$ cat src/rtl/pipeline_stall_controller.sv
// Central freeze/flush controller for the 5-stage pipeline: resolves memory
// stalls, branch flushes and hazard stalls, and keeps perf counters plus a sticky timeout flag.
module pipeline_stall_controller #(
  parameter int CNT_W       = 16,
  parameter int MEM_TIMEOUT = 64
) (
  input  logic             clk,
  input  logic             rst,
  input  logic             hazard_Detected,
  input  logic             Branch_Taken,
  input  logic             mem_req,
  input  logic             sram_ready,
  output logic             freeze_PC,
  output logic             freeze_IF_ID,
  output logic             flush_IF_ID,
  output logic             freeze_ID_EXE,
  output logic             flush_ID_EXE,
  output logic             freeze_EXE_MEM,
  output logic             bubble_MEM_WB,
  output logic             mem_wait,
  output logic [CNT_W-1:0] stall_count,
  output logic [CNT_W-1:0] flush_count,
  output logic             mem_timeout_err
);

  localparam int WAIT_W = $clog2(MEM_TIMEOUT + 1);
  localparam logic [WAIT_W-1:0] WAIT_MAX = WAIT_W'(MEM_TIMEOUT);

  typedef enum logic {
    S_RUN,
    S_MEM_WAIT
  } state_t;

  state_t            state_q, state_d;
  logic [WAIT_W-1:0] wait_cnt_q, wait_cnt_d;
  logic              mem_stall;

  assign mem_stall = mem_req & ~sram_ready;

  // NOTE: sequential state uses non-blocking (<=) so every register samples
  // pre-edge values; combinational blocks use blocking (=).
  always_ff @(posedge clk or negedge rst) begin
    if (!rst) begin
      state_q    <= S_RUN;
      wait_cnt_q <= '0;
    end else begin
      state_q    <= state_d;
      wait_cnt_q <= wait_cnt_d;
    end
  end

  // NOTE: every variable gets a default at the top of the always_comb so no
  // path can leave it unassigned and infer a latch.
  always_comb begin
    state_d    = state_q;
    wait_cnt_d = wait_cnt_q;
    case (state_q)
      S_RUN: begin
        if (mem_stall) begin
          state_d    = S_MEM_WAIT;
          wait_cnt_d = WAIT_W'(1);
        end
      end
      S_MEM_WAIT: begin
        if (mem_stall) begin
          if (wait_cnt_q != WAIT_MAX) wait_cnt_d = wait_cnt_q + WAIT_W'(1);
        end else begin
          state_d    = S_RUN;
          wait_cnt_d = '0;
        end
      end
      default: begin
        state_d    = S_RUN;
        wait_cnt_d = '0;
      end
    endcase
  end

  // Mealy controls; gated by rst because inputs may be active while in reset.
  always_comb begin
    freeze_PC      = 1'b0;
    freeze_IF_ID   = 1'b0;
    flush_IF_ID    = 1'b0;
    freeze_ID_EXE  = 1'b0;
    flush_ID_EXE   = 1'b0;
    freeze_EXE_MEM = 1'b0;
    bubble_MEM_WB  = 1'b0;
    if (rst) begin
      if (mem_stall) begin
        freeze_PC      = 1'b1;
        freeze_IF_ID   = 1'b1;
        freeze_ID_EXE  = 1'b1;
        freeze_EXE_MEM = 1'b1;
        bubble_MEM_WB  = 1'b1;
      end else if (Branch_Taken) begin
        // The hazarding instruction is squashed, so the hazard is moot.
        flush_IF_ID  = 1'b1;
        flush_ID_EXE = 1'b1;
      end else if (hazard_Detected) begin
        freeze_PC    = 1'b1;
        freeze_IF_ID = 1'b1;
        flush_ID_EXE = 1'b1;
      end
    end
  end

  assign mem_wait = (state_q == S_MEM_WAIT);

  always_ff @(posedge clk or negedge rst) begin
    if (!rst) begin
      stall_count     <= '0;
      flush_count     <= '0;
      mem_timeout_err <= 1'b0;
    end else begin
      if (freeze_PC && (stall_count != '1)) stall_count <= stall_count + CNT_W'(1);
      if (flush_IF_ID && (flush_count != '1)) flush_count <= flush_count + CNT_W'(1);
      // The stall is never aborted; the flag only reports the overrun.
      if (wait_cnt_d == WAIT_MAX) mem_timeout_err <= 1'b1;
    end
  end

endmodule

$ cat config.mk
export PLATFORM = sky130hd
export DESIGN_NAME = pipeline_stall_controller
export DESIGN_NICKNAME = d
export VERILOG_FILES = /design/src/rtl/pipeline_stall_controller.sv
export SDC_FILE = /design/constraint.sdc
export NUM_CORES = 1
export LEC_CHECK = 0
export CORE_MARGIN = 3
export CORE_UTILIZATION = 54
export DETAILED_ROUTE_END_ITERATION = 6
export MAX_ROUTING_LAYER = met4
export PLACE_DENSITY = 0.93
export SLEW_MARGIN = 20
export SYNTH_ARGS = -nofsm -noshare
export SYNTH_HDL_FRONTEND = slang
export SYNTH_SLANG_ARGS = --single-unit
$ cat constraint.sdc
create_clock -name clk -period 5.22 [get_ports clk]
set_input_delay 1.044 -clock clk [delete_from_list [all_inputs] [get_ports clk]]
set_output_delay 1.044 -clock clk [all_outputs]
set_load 0.05 [all_outputs]
==> qor.yml, run 1 <==
status:
  status: "completed"
clock_tree:
  cts_tree: "done"
  cts_resized: 0
  cts.path.max_buffers: 2
  clk_pin_slew_ps: 70
  insertion_delay_ps: 310
  cts_buffers: 5
  cts-htree-levels: 2
  cts_sinks: 41
  ctsHoldBuffers: 0
  cts_setup_buffers: 0
  root_buffer: "clkbuf_8"
timing:
  worst_pin_slew_ps: 673.7
  period_needed_ps: 4179
  setup_ws_ps: 1041
  hold_slack_ps: 471.8
  setup_tns_ps: 0
  max_slew_margin_pct: 54.50
  drv_slew: 0
  skew_ps: 18.07
  post-route-period-util_pct: 80.06
  setup_viol: 0
  rsz0062_at_grt: "false"
  final_hold_viol_count: 0
  timing.fmax_ghz: 0.2393
routing:
  wl_per_cell_um: 14.76
  first_pass_iters: 5
  first_iter_violations: 107
  drc_errors: 0
  vias: 1614
  routed_wl_mm: 4.355
  viasPerCell: 5.471
  drtAntennaViolNets: 0
final_layout:
  regArea_um2: 1026
  num_antenna_cells: 0
  syn_to_final_growth_pct: 28.60
  fillers: 256
  fin_nets: 256
  drive_gt1_share_pct: 8.097
  multi_input_area_um2: 1020
worst_setup_path:
  cp_common_cell: "clkdlybuf4s50_1"
  worstSetupPathType: "primary input to primary output"
  cp_slowest_cell: "clkdlybuf4s50_1"
  rr_endpoint: "mem_timeout_err"
  cp_data_arrival_time_ps: 3140
  end_kind: "primary output"
  crit_path_cell_trace: "clkdlybuf4s50_1 -> nand2b_4 -> clkinv_1 -> o21ai_1 -> inv_1 -> clkdlybuf4s50_1"
  start_kind: "primary input"
  worst_path_largest_cell_delay_ps: 720
  cp.required_ps: 4180
  r2r_start: "wait_cnt_q[0]"
  reg2reg_slack_ps: 3100
  rr_worst_depth: 7
  critPathMaxFanout: 9
global_route:
  first_global_vias: 1567
  gr-usage-met1_pct: 26.57
  grt.busiest_layer: "met2"
  grt_pass1_wl_mm: 7.093
  grtUsageMet2_pct: 33.49
  grt_overflow: 0
  grt_antenna_before_repair: 0
  grtUsageMet3_pct: 4.700
  grt_max_degree: 32
  grtUsageTotal_pct: 21.18
power:
  power.internal_uw: 633.7
  power_frac_clock_pct: 24.5
  leakage_uw: 0.001142
  p_sw_uw: 422.8
  seqPwrFrac_pct: 40.4
  powerDensity_nw_per_um2: 388.7
  swShare_pct: 40.02
  peakVddDrop_uv: 335.5
  power_uw: 1056
  combPwrFrac_pct: 35.1
hold_path:
  min_path_cells: 1
  min_from: "mem_timeout_err"
  holdPathEnd: "mem_timeout_err"
  hold_path_class: "flop to flop"
logic_synthesis:
  yosysTopAreaCellShare_pct: 48.55
  syn_nets: 206
  synth.yosys.seq_area_share_pct: 48.55
  yosys_warnings: 0
  ys_ff_latch: 41
  ys_types: 47
  synth_most_common_cell: "dfrtp_1"
  synth_edf_count: 0
  synth_ff_type: "dfrtp_1"
  synth.area.top_cells: "dfrtp_1 (49%), xnor2_1 (8.7%), xor2_1 (4.1%), nand3_1 (4.0%), nand2_1 (3.0%)"
  yosys-top-cells-count: "dfrtp_1 (41), xnor2_1 (21), nand2_1 (17), nand3_1 (17)"
  yosysTopAreaCell: "dfrtp_1"
  synth_cells: 196
  syn_area_um2: 2113
  async_reset_ff_share_pct: 100.0
  synth_area_per_cell_um2: 10.78
floorplan:
  die_w_um: 68.56
  core-area_um2: 3716
  design.portCount: 47
  die-area_um2: 4700
  start_util_pct: 56.87
  fp-row-count: 22
  die_h_um: 68.56
flow_run:
  drv_cap: 0
place:
  globalplace.congestion: 0.8794
  dp_hpwl_mm: 3.283
  preCtsSetupSlack_ps: 1046
  port_buffers: 46
[cell usage in the layout (no fill, tap or decap), types with 2 or more instances in the layout]
master / n
and3_1: 2
and4_1: 6
and4_4: 2
clkbuf_8: 5
clkdlybuf4s50_1: 45
dfrtp_1: 41
ha_1: 4
inv_1: 8
mux2_2: 2
nand2_1: 17
nand3_1: 17
nand4_1: 7
nor2_1: 10
nor2b_1: 3
nor3_1: 2
nor4_1: 2
o211a_1: 2
o211ai_1: 3
o21ai_0: 4
o21ai_1: 2
o22ai_1: 3
xnor2_1: 21
xor2_1: 10
[kinds of logic after synthesis]
kind of cell / synth area share [%]
AO/OA/AOI/OAI: 9.888
XOR/XNOR: 12.85
adder cells (fa/ha/maj): 2.368
buffers and inverters: 3.197
flip-flops: 48.55
multiplexers: 1.066
AND/OR/NAND/NOR: 22.09
[through the flow]
stage	area [um^2]	instances	util, %
5_1_grt	2718	295	73.13
2_1_floorplan	2113	196	-
4_1_cts	2718	295	73.13
3_3_place_gp	2603	287	70.03
3_5_place_dp	2603	287	70.03
6_report	2718	295	73.13
[metal layers]
metal	up-vias	routed length (um)
li1	809	-
met2	55	2114
met3	7	205
met1	743	1966
met5	-	0
met4	0	68
[cell type report]
| cell class | count | share of cell area (%) |
|---|---|---|
| clock buffers | 5 | 2.532 |
| clock inverters | 3 | 1.703 |
| inverters | 9 | 1.243 |
| multi-input cells | 142 | 37.52 |
| flip-flops and latches | 41 | 37.75 |
| well taps | 48 | 2.210 |
| repair buffers | 47 | 17.03 |
[sequential cells by signal, summed over array words and instances, names as in the netlist]
signal	flops
stall_count	16
mem_timeout_err	1
wait_cnt_q	7
mem_wait	1
flush_count	16
[worst max-delay path by stage]
stage                     from        end  slack (ps)  cells after the start
floorplan           sram_ready  freeze_PC        1890                      5
global placement    sram_ready  freeze_PC        1090                      6
detailed placement  sram_ready  freeze_PC        1050                      6
CTS                 sram_ready  freeze_PC        1040                      6
global route        sram_ready  freeze_PC         880                      6
finish              sram_ready  freeze_PC        1040                      6
[power by group through the flow]
stage / logic, uW / clock network (uW) / registers [uW]
floorplan: 97.1 / 0 / 574
global placement: 364 / 0 / 430
detailed placement: 373 / 0 / 433
CTS: 374 / 263 / 426
global route: 392 / 274 / 435
finish: 371 / 259 / 426
[critical path: cells and delay by family]
| kind | cells | cell delay (ps) |
|---|---|---|
| buffers and inverters | 4 | 1500 |
| AOI/OAI and AO/OA | 1 | 440 |
| and+or+nand+nor | 1 | 150 |
Power figures use the tool's default switching activity.
==> run 2: changes to the inputs <==
CORE_UTILIZATION = 50   (was 54)
PLACE_DENSITY = 0.87   (was 0.93)
clock period = 3.9 ns   (was 5.22 ns; I/O delays follow)
==> run 2 against run 1 <==
Via count up 4.8%. Final cell count up 1.0%. Sequential share of layout area down 0.052 points. Largest power group unchanged. Global-route usage down 1.0 points. Critical path type unchanged.
==> qor.yml, run 2 (synthesis results as in run 1) <==
clock_tree:
  cts_tree: "done"  # unchanged
  cts_sinks: 41  # unchanged
  insertion_delay_ps: 290  # was 310 ps
  cts_setup_buffers: 0  # unchanged
  cts-htree-levels: 2  # unchanged
  cts.path.max_buffers: 2  # unchanged
  root_buffer: "clkbuf_8"  # unchanged
  cts_buffers: 5  # unchanged
  cts_resized: 0  # unchanged
  clk_pin_slew_ps: 70  # about the same
  ctsHoldBuffers: 0  # unchanged
final_layout:
  drive_gt1_share_pct: 9.274  # was 8.097%
  mostFrequentLayoutCell: "clkdlybuf4s50_1"  # unchanged
  syn_to_final_growth_pct: 28.77  # was 28.60%
  stdcell_count: 298  # was 295
  num_antenna_cells: 0  # unchanged
  fin_nets: 257  # was 256
  layout_common_cells: "clkdlybuf4s50_1 (42), dfrtp_1 (41), xnor2_1 (21)"  # was clkdlybuf4s50_1 (45), dfrtp_1 (41), xnor2_1 (21)
  reg_top3: "flush_count (16), stall_count (16), wait_cnt_q (7)"  # unchanged
floorplan:
  design.portCount: 47  # unchanged
  die_h_um: 71.01  # was 68.56 um
  die-area_um2: 5042  # was 4700 um^2
  core-area_um2: 4029  # was 3716 um^2
  fp-row-count: 23  # was 22
  start_util_pct: 52.45  # was 56.87%
  die_w_um: 71.01  # was 68.56 um
worst_setup_path:
  end_kind: "primary output"  # unchanged
  cp.required_ps: 3120  # was 4180 ps
  worstSetupPathType: "primary input to primary output"  # unchanged
  r2r_start: "wait_cnt_q[0]"  # unchanged
  start_kind: "primary input"  # unchanged
  critPathMaxFanout: 9  # unchanged
  critPathLaunch: "sram_ready"  # unchanged
  cp_data_arrival_time_ps: 2630  # was 3140 ps
place:
  place_inst: 290  # was 287
  port_buffers: 46  # unchanged
  globalplace.congestion: 0.8533  # was 0.8794
  dp_hpwl_mm: 3.331  # was 3.283 mm
routing:
  vias: 1692  # was 1614
  viasPerCell: 5.678  # was 5.471
  wl_per_cell_um: 15.28  # was 14.76 um
  routed_wl_mm: 4.552  # was 4.355 mm
  drtAntennaViolNets: 0  # unchanged
  first_pass_iters: 4  # was 5
  drc_errors: 0  # unchanged
  first_iter_violations: 150  # was 107
timing:
  skew_ps: 9.186  # was 18.07 ps
  final_hold_viol_count: 0  # unchanged
  worst_pin_slew_ps: 616.2  # was 673.7 ps
  max_slew_margin_pct: 58.38  # was 54.50%
  setup_viol: 0  # unchanged
  rsz0062_at_grt: "false"  # unchanged
  setup_tns_ps: 0  # unchanged
  drv_slew: 0  # unchanged
  post-route-period-util_pct: 87.42
  timing.fmax_ghz: 0.2933
  period_needed_ps: 3409
power:
  combPwrFrac_pct: 34.9  # was 35.1%
  peakVddDrop_uv: 432.2  # was 335.5 uV
  seqPwrFrac_pct: 40.4  # about the same
  p_sw_uw: 556.5  # was 422.8 uW
  powerDensity_nw_per_um2: 522.5  # was 388.7 nW/um^2
  swShare_pct: 39.14  # was 40.02%
  power_frac_clock_pct: 24.7  # was 24.5%
  leakage_uw: 0.001156  # was 0.001142 uW
  power.internal_uw: 865.4  # was 633.7 uW
global_route:
  grt_antenna_before_repair: 0  # unchanged
  gr-usage-met1_pct: 24.91  # was 26.57%
  grtUsageTotal_pct: 20.18  # was 21.18%
  grt.busiest_layer: "met2"  # unchanged
  grt_overflow: 0  # unchanged
  grt_max_degree: 25  # was 32
  grt_pass1_wl_mm: 7.817  # was 7.093 mm
  grtUsageMet3_pct: 4.688  # was 4.700%
  grtUsageMet2_pct: 32.44  # was 33.49%
  first_global_vias: 1677  # was 1567
hold_path:
  min_from: "mem_timeout_err"  # unchanged
  hold_path_class: "flop to flop"  # unchanged
status:
  status: "completed"  # unchanged
flow_run:
  drv_cap: 0  # unchanged
[run 2: cell types whose count changed in the layout (fill, tap and decap cells not counted), sizes merged]
cell / before / now
buf: 2 / 6
clkbuf: 5 / 7
clkdlybuf4s50: 45 / 42
clkinv: 2 / 1
clkinvlp: 1 / 0
[run 2: path summary, 6_finish.rpt]
check                                  end  slack, ps  cells past startpoint
setup / recovery             bubble_MEM_WB        490                      5
hold / removal             mem_timeout_err        480                      1
setup reg to reg           mem_timeout_err       1850                      7
hold reg to reg            mem_timeout_err        480                      1
max in group asynchronous  stall_count[14]       3110                      2
min in group asynchronous   stall_count[9]        520                      2
[run 2: worst max-delay path, cell delays in order]
cell and delay, ps:
clkdlybuf4s50_1 500, nand2b_4 170, clkinv_1 220, and2_1 260
clkdlybuf4s50_1 700
[run 2: layout make-up]
type | instances | area [um^2]
Clock buffer | 7 | 86.33
Fill cell | 317 | 1308
Tap cell | 50 | 62.56
Clock inverter | 1 | 30.03
Inverter | 9 | 33.78
Multi-Input combinational cell | 142 | 1020
Timing Repair Buffer | 48 | 462.9
Sequential cell | 41 | 1026
[run 2: layer usage]
layer | part of all wire [%] | up-vias
met2 | 50 | 50
met4 | 1.3 | 0
met5 | 0 | -
met1 | 44 | 828
met3 | 4.8 | 6
li1 | - | 808
[run 2: stage by stage]
step                      cell area (um^2)  utilization, %  hold slack (ps)  power [uW]  worst slack [ps]
after floorplan                       2113               -            484.4       898.7              1100
after global routing                  2721           67.55            505.3        1489             400.3
after global placement                2605           64.66            465.4        1063             557.5
final                                 2721           67.55            478.1        1422             490.7
after CTS                             2721           67.55            490.1        1433             498.1
after detailed placement              2605           64.66            465.6        1080             487.8
[run 2: power by group through the flow]
stage          logic [uW]  registers (uW)  clock network [uW]
3_3_place_gp          488             575                   0
3_5_place_dp          499             581                   0
2_1_floorplan         130             769                   0
4_1_cts               501             573                 359
5_1_grt               521             588                 380
6_report              496             575                 351
==> run 3: changes to the inputs <==
TNS_END_PERCENT = 50   (was unset)
==> results of run 3 <==
No change in the layout: final DEF, timing and power equal those of run 2.
